--- config.mk ---
export PLATFORM = sky130hd
export DESIGN_NAME = edge_bitmap_streamer
export DESIGN_NICKNAME = d
export VERILOG_FILES = /design/src/rtl/edge_bitmap_streamer.sv
export SDC_FILE = /design/constraint.sdc
export NUM_CORES = 1
export LEC_CHECK = 0
export ABC_AREA = 1
export CAP_MARGIN = 20
export CORE_AREA = 2 2 85 103
export DETAILED_ROUTE_END_ITERATION = 7
export DIE_AREA = 0 0 87 105
export PLACE_DENSITY_LB_ADDON = 0.05
export SLEW_MARGIN = 0
export SYNTH_ARGS = -nofsm -noshare
export SYNTH_HDL_FRONTEND = slang
export SYNTH_SLANG_ARGS = --single-unit
--- constraint.sdc ---
create_clock -name clk -period 4.6 [get_ports clk]
set_input_delay 0.92 -clock clk [delete_from_list [all_inputs] [get_ports clk]]
set_output_delay 0.92 -clock clk [all_outputs]
set_load 0.01 [all_outputs]
--- src/rtl/edge_bitmap_streamer.sv ---
// Snapshots a packed edge bitmap on start and streams it out as 8-bit pixels
// in raster order over a valid/ready handshake, with frame and line markers.
module edge_bitmap_streamer #(
    parameter int unsigned WIDTH = 8,
    parameter int unsigned DEPTH = 8,
    parameter logic [7:0]  FG    = 8'hFF,
    parameter logic [7:0]  BG    = 8'h00
) (
    input  logic                   clk,
    input  logic                   rst,
    input  logic [WIDTH*DEPTH:0]   bitmap,
    input  logic                   start,
    input  logic                   invert,
    output logic [7:0]             pixel_out,
    output logic                   pixel_valid,
    input  logic                   pixel_ready,
    output logic                   sof,
    output logic                   eol,
    output logic                   eof,
    output logic                   busy,
    output logic                   done
);
    localparam int unsigned N  = WIDTH * DEPTH;
    localparam int unsigned XW = $clog2(WIDTH);
    localparam int unsigned YW = $clog2(DEPTH);

    typedef enum logic [1:0] {IDLE, STREAM, DONE} state_t;

    state_t          state;
    logic [N-2:0]    snap;      // pixels still to come after the one on pixel_out
    logic            inv;
    logic [XW-1:0]   x;
    logic [YW-1:0]   y;
    logic            last_x;
    logic            last_y;
    logic            xfer;
    logic            unused_top;

    assign last_x     = (x == XW'(WIDTH - 1));
    assign last_y     = (y == YW'(DEPTH - 1));
    assign xfer       = pixel_valid & pixel_ready;
    assign unused_top = bitmap[N];

    assign sof = pixel_valid & (x == '0) & (y == '0);
    assign eol = pixel_valid & last_x;
    assign eof = pixel_valid & last_x & last_y;

    always_ff @(posedge clk) begin
        if (rst) begin
            state       <= IDLE;
            snap        <= '0;
            inv         <= 1'b0;
            x           <= '0;
            y           <= '0;
            pixel_out   <= 8'h00;
            pixel_valid <= 1'b0;
            busy        <= 1'b0;
            done        <= 1'b0;
        end else begin
            case (state)
                IDLE: begin
                    done <= 1'b0;
                    if (start) begin
                        snap        <= bitmap[N-1:1];
                        inv         <= invert;
                        x           <= '0;
                        y           <= '0;
                        pixel_out   <= (bitmap[0] ^ invert) ? FG : BG;
                        pixel_valid <= 1'b1;
                        busy        <= 1'b1;
                        state       <= STREAM;
                    end
                end
                STREAM: begin
                    if (xfer) begin
                        if (last_x && last_y) begin
                            pixel_valid <= 1'b0;
                            pixel_out   <= 8'h00;
                            done        <= 1'b1;
                            state       <= DONE;
                        end else begin
                            // Shift the snapshot so the next pixel is always at bit 0
                            snap      <= {1'b0, snap[N-2:1]};
                            pixel_out <= (snap[0] ^ inv) ? FG : BG;
                            if (last_x) begin
                                x <= '0;
                                y <= y + YW'(1);
                            end else begin
                                x <= x + XW'(1);
                            end
                        end
                    end
                end
                DONE: begin
                    done  <= 1'b0;
                    busy  <= 1'b0;
                    x     <= '0;
                    y     <= '0;
                    state <= IDLE;
                end
                default: state <= IDLE;
            endcase
        end
    end
endmodule

# ---- Yosys cells after proc, flatten, opt, wreduce, memory -nomap -nowiden
# Index checks and enable logic that the tools add are counted.
# Widths: inputs -> output; s select.
dict set report totals {
  rom_bits 0
  mem_bits_rw 0
  mem_count 0
  ff_bits 83
  out_inout_bits 14
  inputBits 70
  latch_bits 0
  elab_cells 76
}
dict set report classes {
  div_mod_pow 0
  addsub 2
  muxes 31
  shifts 0
  multipliers 0
  n_bitwise 7
  order_cmp 0
  n_reduce_logical 18
  n_eq_ne 9
}
# op n
set op_table {}
lappend op_table {{$mux 63} 3}
lappend op_table {{$pmux 63 s2} 1}
lappend op_table {{$mux 8} 5}
lappend op_table {{$mux 3} 7}
lappend op_table {{$pmux 3 s3} 2}
lappend op_table {{$pmux 8 s2} 1}
lappend op_table {{$reduce_and 4->1} 3}
lappend op_table {{$ne 2x2->1 const B} 5}
lappend op_table {{$reduce_and 3->1} 3}
lappend op_table {{$add 3x1->3 const B} 2}
lappend op_table {{$eq 3x3->1 const B} 2}
lappend op_table {{$logic_not 3->1} 2}
lappend op_table {{$mux 2} 3}
lappend op_table {{$pmux 1 s2} 3}
lappend op_table {{$reduce_bool 2->1} 3}
lappend op_table {{$and 1x1->1} 5}
lappend op_table {{$mux 1} 5}
lappend op_table {{$reduce_and 5->1} 1}
lappend op_table {{$pmux 2 s2} 1}
lappend op_table {{$reduce_and 2->1} 2}
lappend op_table {{$reduce_bool 3->1} 1}
lappend op_table {{$eq 2x1->1 const B} 1}
lappend op_table {{$eq 2x2->1 const B} 1}
lappend op_table {{$logic_not 2->1} 1}
lappend op_table {{other kinds (3)} 4}

# ---- Longest topological paths before layout
# Gate-level depths: netlist of the first run.
dict set report logic_depth {
  word_depth 5
  mapped_depth 9
}

# ---- Worst setup path before layout of the first run
# OpenSTA, ideal clock, no wires.
dict set report synth_timing {
  path_type {register -> output}
  startpoint {register x[1]}
  endpoint {output eof}
  n_path_buf 0
  slack_ns 2.778
  t_arrival_ns 0.902
  path_stages_with_launch 5
  path_cell_list {dfxtp_1 ha_1 ha_1 nand2_1 nor2_1}
}
dict set report synth_between {
  elab_chain_len 3
}
# item line_no
set synth_rtl {}
lappend synth_rtl {{from (decl)} 32} ;# logic [XW-1:0] x;
lappend synth_rtl {{from (signal assigned)} 89} ;# x <= x + XW'(1);
lappend synth_rtl {{$eq 3x3->1} 39} ;# assign last_x = (x == XW'(WIDTH - 1));
lappend synth_rtl {{$and 1x1->1 (2 in a row)} 46} ;# assign eof = pixel_valid & last_x & last_y;
lappend synth_rtl {{to (decl)} 19} ;# output logic eof,
# Every way passes these cells.

# ---- Worst setup path in the final report of the first run
# Ends and elaborated chain as after synthesis.

==> impl_metrics.ini, run 1 <==
[clocking]
clock-sinks = 76
clk_path_buf_depth = 2
numCtsBuffers = 9
clock_latency_ps = 350
cts_resized = 0
hold_buffers = 0
path_clk_slew_ps = 80
cts_setup_buffers = 0
cts-root-buf = clkbuf_8
htree_levels = 3
cts_tree = built

[timing]
max_slew_margin = 0.515
worst_pin_slew_ps = 728
setup_viol = 0
period_needed_ps = 2770
fin_skew_ps = 11.4
setup_tns_ps = 0
timing_hold_violations_final = 0
drv_slew = 0
max_freq_ghz = 0.361
setup_ws_ps = 1830
fin_crit_sh = 0.602
rsz0062_at_grt = no

[floorplanning]
ios = 84
die_w_um = 87
die_h_um = 105
die_area_um2 = 9140
rows = 36
core_um2 = 8060
initial_core_util = 0.480

[run]
cap_violations = 0

[final_layout]
antenna_cells = 0
multi_input_area_um2 = 2010
most-common-layout-cells = 212 x nand2_1, 84 x nor2_1, 82 x clkdlybuf4s50_1
fill_cells = 788
final_core_util = 0.604
fin_nets = 730
drive_gt1_frac = 0.0471
regArea_um2 = 1520
area_growth_pct = 25.9
layout_commonest_cell = nand2_1
fin_area_um2 = 4870

[detailed_routing]
remaining_drc_errors = 0
routed-via-count = 3817
drt_iter0_drc = 164
wl_per_cell_um = 12.2
dr.pass1.iters = 4
routed_via_density = 5.07
routed_wl_mm = 9.22
ant_nets = 0

[min_path]
min_path_type = flip-flop to flip-flop
hp-start = snap[62]

[placement]
hpwl_mm = 5.28
placed_cell_area_um2 = 4590
dpl_worst_slack_ps = 1660
port_buffers = 82
gp_congestion = 0.761

[global_routing]
grt_pass1_vias = 3546
groute.usage.overall = 0.208
antenna_found_initial = 0
grt_overflow_total = 0
grt_pass1_wl_mm = 15.7
grt_max_degree = 71

[worst_setup_path]
worstSetupStartpointType = flip-flop
r2r_end = snap[55]
regToRegStartpoint = x[1]
crit_start = x[1]
required_ps = 3680
crit_type = flip-flop to primary output
arrival_ps = 1850
r2r_slack_ps = 2120
crit_path_end_kind = primary output
worstPathMaxFanout = 4
r2r_cells = 9
critPathCapture = eof

[synthesis]
avgSynthCellArea_um2 = 6.44
ys_types = 24
syn_area_um2 = 3870
synth-seq-cells = 76
synth-seq-area-share = 0.393
yosys_warnings = 0
synthCells = 601
syn_nets = 678

[power]
power.leakage_nw = 2.24
ir_drop_v = 0.000177
p_per_area_nw_per_um2 = 357

[status]
status = completed
[worst min path at each step]
stage / end / slack (ps) / cells past startpoint
after floorplan: snap[62] / 440 / 2
after global placement: snap[62] / 460 / 2
after detailed placement: snap[62] / 470 / 2
after CTS: snap[62] / 480 / 2
after global routing: busy / 490 / 2
final: snap[62] / 490 / 2
[final cells by class]
cell class / instances / share of cell area
Sequential cell: 76 / 0.313
Multi-Input combinational cell: 457 / 0.413
Inverter: 21 / 0.0162
Tap cell: 95 / 0.0244
Timing Repair Buffer: 88 / 0.186
Clock inverter: 3 / 0.0139
Clock buffer: 13 / 0.0347
[cell families after synthesis]
group                    count (synthesis)  synth area share
flip-flops                              76             0.393
buffers and inverters                   68            0.0870
AO/OA/AOI/OAI                           76             0.101
adder cells (fa/ha/maj)                  7            0.0226
AND/OR/NAND/NOR                        372             0.391
XOR/XNOR                                 2           0.00453
[metal layers]
| layer | track usage | up-vias | share of wire |
|---|---|---|---|
| met3 | 0.0371 | 8 | 0.036 |
| met4 | 0.0636 | 0 | 0.012 |
| met1 | 0.263 | 1717 | 0.47 |
| met2 | 0.354 | 73 | 0.48 |
| met5 | 0 | - | 0 |
| li1 | - | 2019 | - |
[where the power goes]
| part | internal [mW] | switching, mW | total [mW] | leakage, nW |
|---|---|---|---|---|
| combinational | 0.168 | 0.199 | 0.367 | 1.49 |
| clock | 0.351 | 0.250 | 0.600 | 0.116 |
| sequential | 0.729 | 0.0396 | 0.769 | 0.630 |
[synthesized netlist by cell type, drive strengths merged]
| master | count | share of area |
|---|---|---|
| nand3 | 4 | 0.0052 |
| nand4 | 2 | 0.0032 |
| nand2 | 215 | 0.21 |
| buf | 35 | 0.055 |
| ha | 7 | 0.023 |
| xnor2 | 1 | 0.0023 |
| xor2 | 1 | 0.0023 |
| o21ai | 71 | 0.095 |
| a21oi | 5 | 0.0065 |
| dfxtp | 76 | 0.39 |
| nor2 | 85 | 0.084 |
| nor4 | 2 | 0.0049 |
| clkbuf | 12 | 0.012 |
| inv | 21 | 0.020 |
| nor3 | 64 | 0.083 |
[per-stage QoR]
stage,total power [mW],hold WS [ps],std cells
after floorplan,1.03,444,601
after global placement,1.14,460,735
after detailed placement,1.15,468,735
after CTS,1.74,484,751
after global routing,1.83,495,753
final,1.74,485,753
[registers in the layout, indices dropped and copies added, names as in the netlist]
name	count
snap	63
x	3
y	3
state	2
busy	1
done	1
inv	1
pixel_out	1
pixel_valid	1
[worst max-delay path, stage by stage, from the launching register on]
cell and delay, ps:
dfxtp_1 360, ha_1 190, ha_1 170, nand2_1 130, nor2_1 110, clkdlybuf4s50_1 540
Power figures use the tool's default switching activity.
==> run 2, diff against run 1 <==
CORE_AREA = 2 2 87 106   (was 2 2 85 103)
DIE_AREA = 0 0 89 108   (was 0 0 87 105)
clock period = 2.51 ns   (was 4.6 ns; I/O delays follow)
==> impl_metrics.ini, run 2 (synthesis gave the netlist of run 1 again) <==
[status]
status = completed

[timing]
rsz0062_at_grt = no
period_needed_ps = 2340
max_freq_ghz = 0.428
setup_ws_ps = 174
setup_viol = 0
fin_crit_sh = 0.930
worst_pin_slew_ps = 634
drv_slew = 0
setup_tns_ps = 0
max_slew_margin = 0.577
timing_hold_violations_final = 0
fin_skew_ps = 13.8
whs_ps = 488

[worst_setup_path]
regToRegStartpoint = x[1]
crit_type = flip-flop to primary output
critical_path.cell_chain = ha_1 -> ha_1 -> nand2_1 -> nor2_1 -> clkdlybuf4s50_1
timing.critical_path.max_delay_family = buffers and inverters
arrival_ps = 1830
worstPathMaxFanout = 4
required_ps = 2010
cpPeakStageDelay_ps = 540
crit_path_end_kind = primary output
crit_path_frequent_cell = ha_1
slowest_stage = clkdlybuf4s50_1
r2r_cells = 7
r2r_slack_ps = 640
worstSetupStartpointType = flip-flop
r2r_end = snap[28]
critical_path_buf_inv_count = 1

[floorplanning]
die_h_um = 108
core_um2 = 8520
rows = 37
ios = 84
initial_core_util = 0.454
die_area_um2 = 9610
die_w_um = 89

[final_layout]
fin_area_um2 = 4930
top_register = snap
drive_gt1_frac = 0.0543
largest_register_ffs = 63
antenna_cells = 0
final_core_util = 0.579
fin_nets = 735
most-common-layout-cells = 212 x nand2_1, 84 x nor2_1, 82 x clkdlybuf4s50_1
area_growth_pct = 27.6
top_regs = snap x63, x x3, y x3
layout_commonest_cell = nand2_1
fill_cells = 869

[placement]
placed_cell_area_um2 = 4680
port_buffers = 82
hpwl_mm = 5.50
gp_congestion = 0.771
dpl_worst_slack_ps = 474

[run]
cap_violations = 0

[detailed_routing]
ant_nets = 0
remaining_drc_errors = 0
dr.pass1.iters = 4
wl_per_cell_um = 11.3
drt_iter0_drc = 208
routed_via_density = 4.82
routed-via-count = 3762
routed_wl_mm = 8.78

[power]
p_per_area_nw_per_um2 = 654
ir_drop_v = 0.000320
power.leakage_nw = 2.27

[clocking]
htree_levels = 3
cts-root-buf = clkbuf_8
path_clk_slew_ps = 90
hold_buffers = 0
cts_resized = 0
clk_path_buf_depth = 2
clock-sinks = 76
clock_latency_ps = 340
cts_tree = built
numCtsBuffers = 9
cts_setup_buffers = 0

[min_path]
hp-start = snap[62]
hold-path-cell-count = 2
min_path_type = flip-flop to flip-flop
min_to = snap[62]

[global_routing]
groute.usage.overall = 0.193
grt_max_degree = 67
grt_overflow_total = 0
grt_pass1_wl_mm = 15.3
grt_pass1_vias = 3523
antenna_found_initial = 0
-- run 2: cell types whose count changed in the layout (fill, tap and decap cells not counted) --
cell	change
buf_12	-1
buf_4	+6
bufinv_16	+1
clkbuf_8	-1
clkinv_2	+1
clkinvlp_4	-1
-- run 2: worst max-delay path by stage --
stage	start	end	slack, ps	cells past startpoint
6_report	x[1]	eof	170	5
5_1_grt	x[1]	eof	50	5
4_1_cts	x[1]	eof	160	5
3_5_place_dp	pixel_ready	snap[8]	470	8
3_3_place_gp	pixel_ready	snap[55]	490	8
2_1_floorplan	x[1]	snap[25]	1000	8
-- run 2: power by group --
part           total [mW]  switching (mW)  internal, mW
clock network        1.15           0.436         0.714
logic               0.671           0.359         0.312
registers            1.41          0.0715          1.34
-- run 2: metal layers --
layer	up-vias	part of all wire	wire length, um	GRT usage
met2	61	0.46	4070	0.320
met4	0	0.0077	68	0.0490
li1	2017	-	-	-
met1	1678	0.49	4320	0.255
met3	6	0.037	328	0.0389
met5	-	0	0	0
-- run 2: area by class of cell --
class / instances / area (um^2) / share of cell area
Multi-Input combinational cell: 457 / 2010 / 0.407
Sequential cell: 76 / 1520 / 0.308
Timing Repair Buffer: 93 / 928 / 0.188
Clock buffer: 12 / 155 / 0.0314
Tap cell: 117 / 146 / 0.0297
Clock inverter: 4 / 95.1 / 0.0193
Inverter: 21 / 78.8 / 0.0160
-- run 2: worst reg2reg max path, cell delays in order, from the launching register on --
cell and delay (ps):
dfxtp_1 360, ha_1 190, ha_1 170, nand2_1 140
o21ai_4 310, buf_4 390, nor3_1 120, nor2_1 120
-- run 2: stage by stage --
stage / std cells / total power [mW]
2_1_floorplan: 601 / 1.89
5_1_grt: 780 / 3.41
3_5_place_dp: 764 / 2.11
4_1_cts: 780 / 3.26
3_3_place_gp: 764 / 2.10
6_report: 780 / 3.23
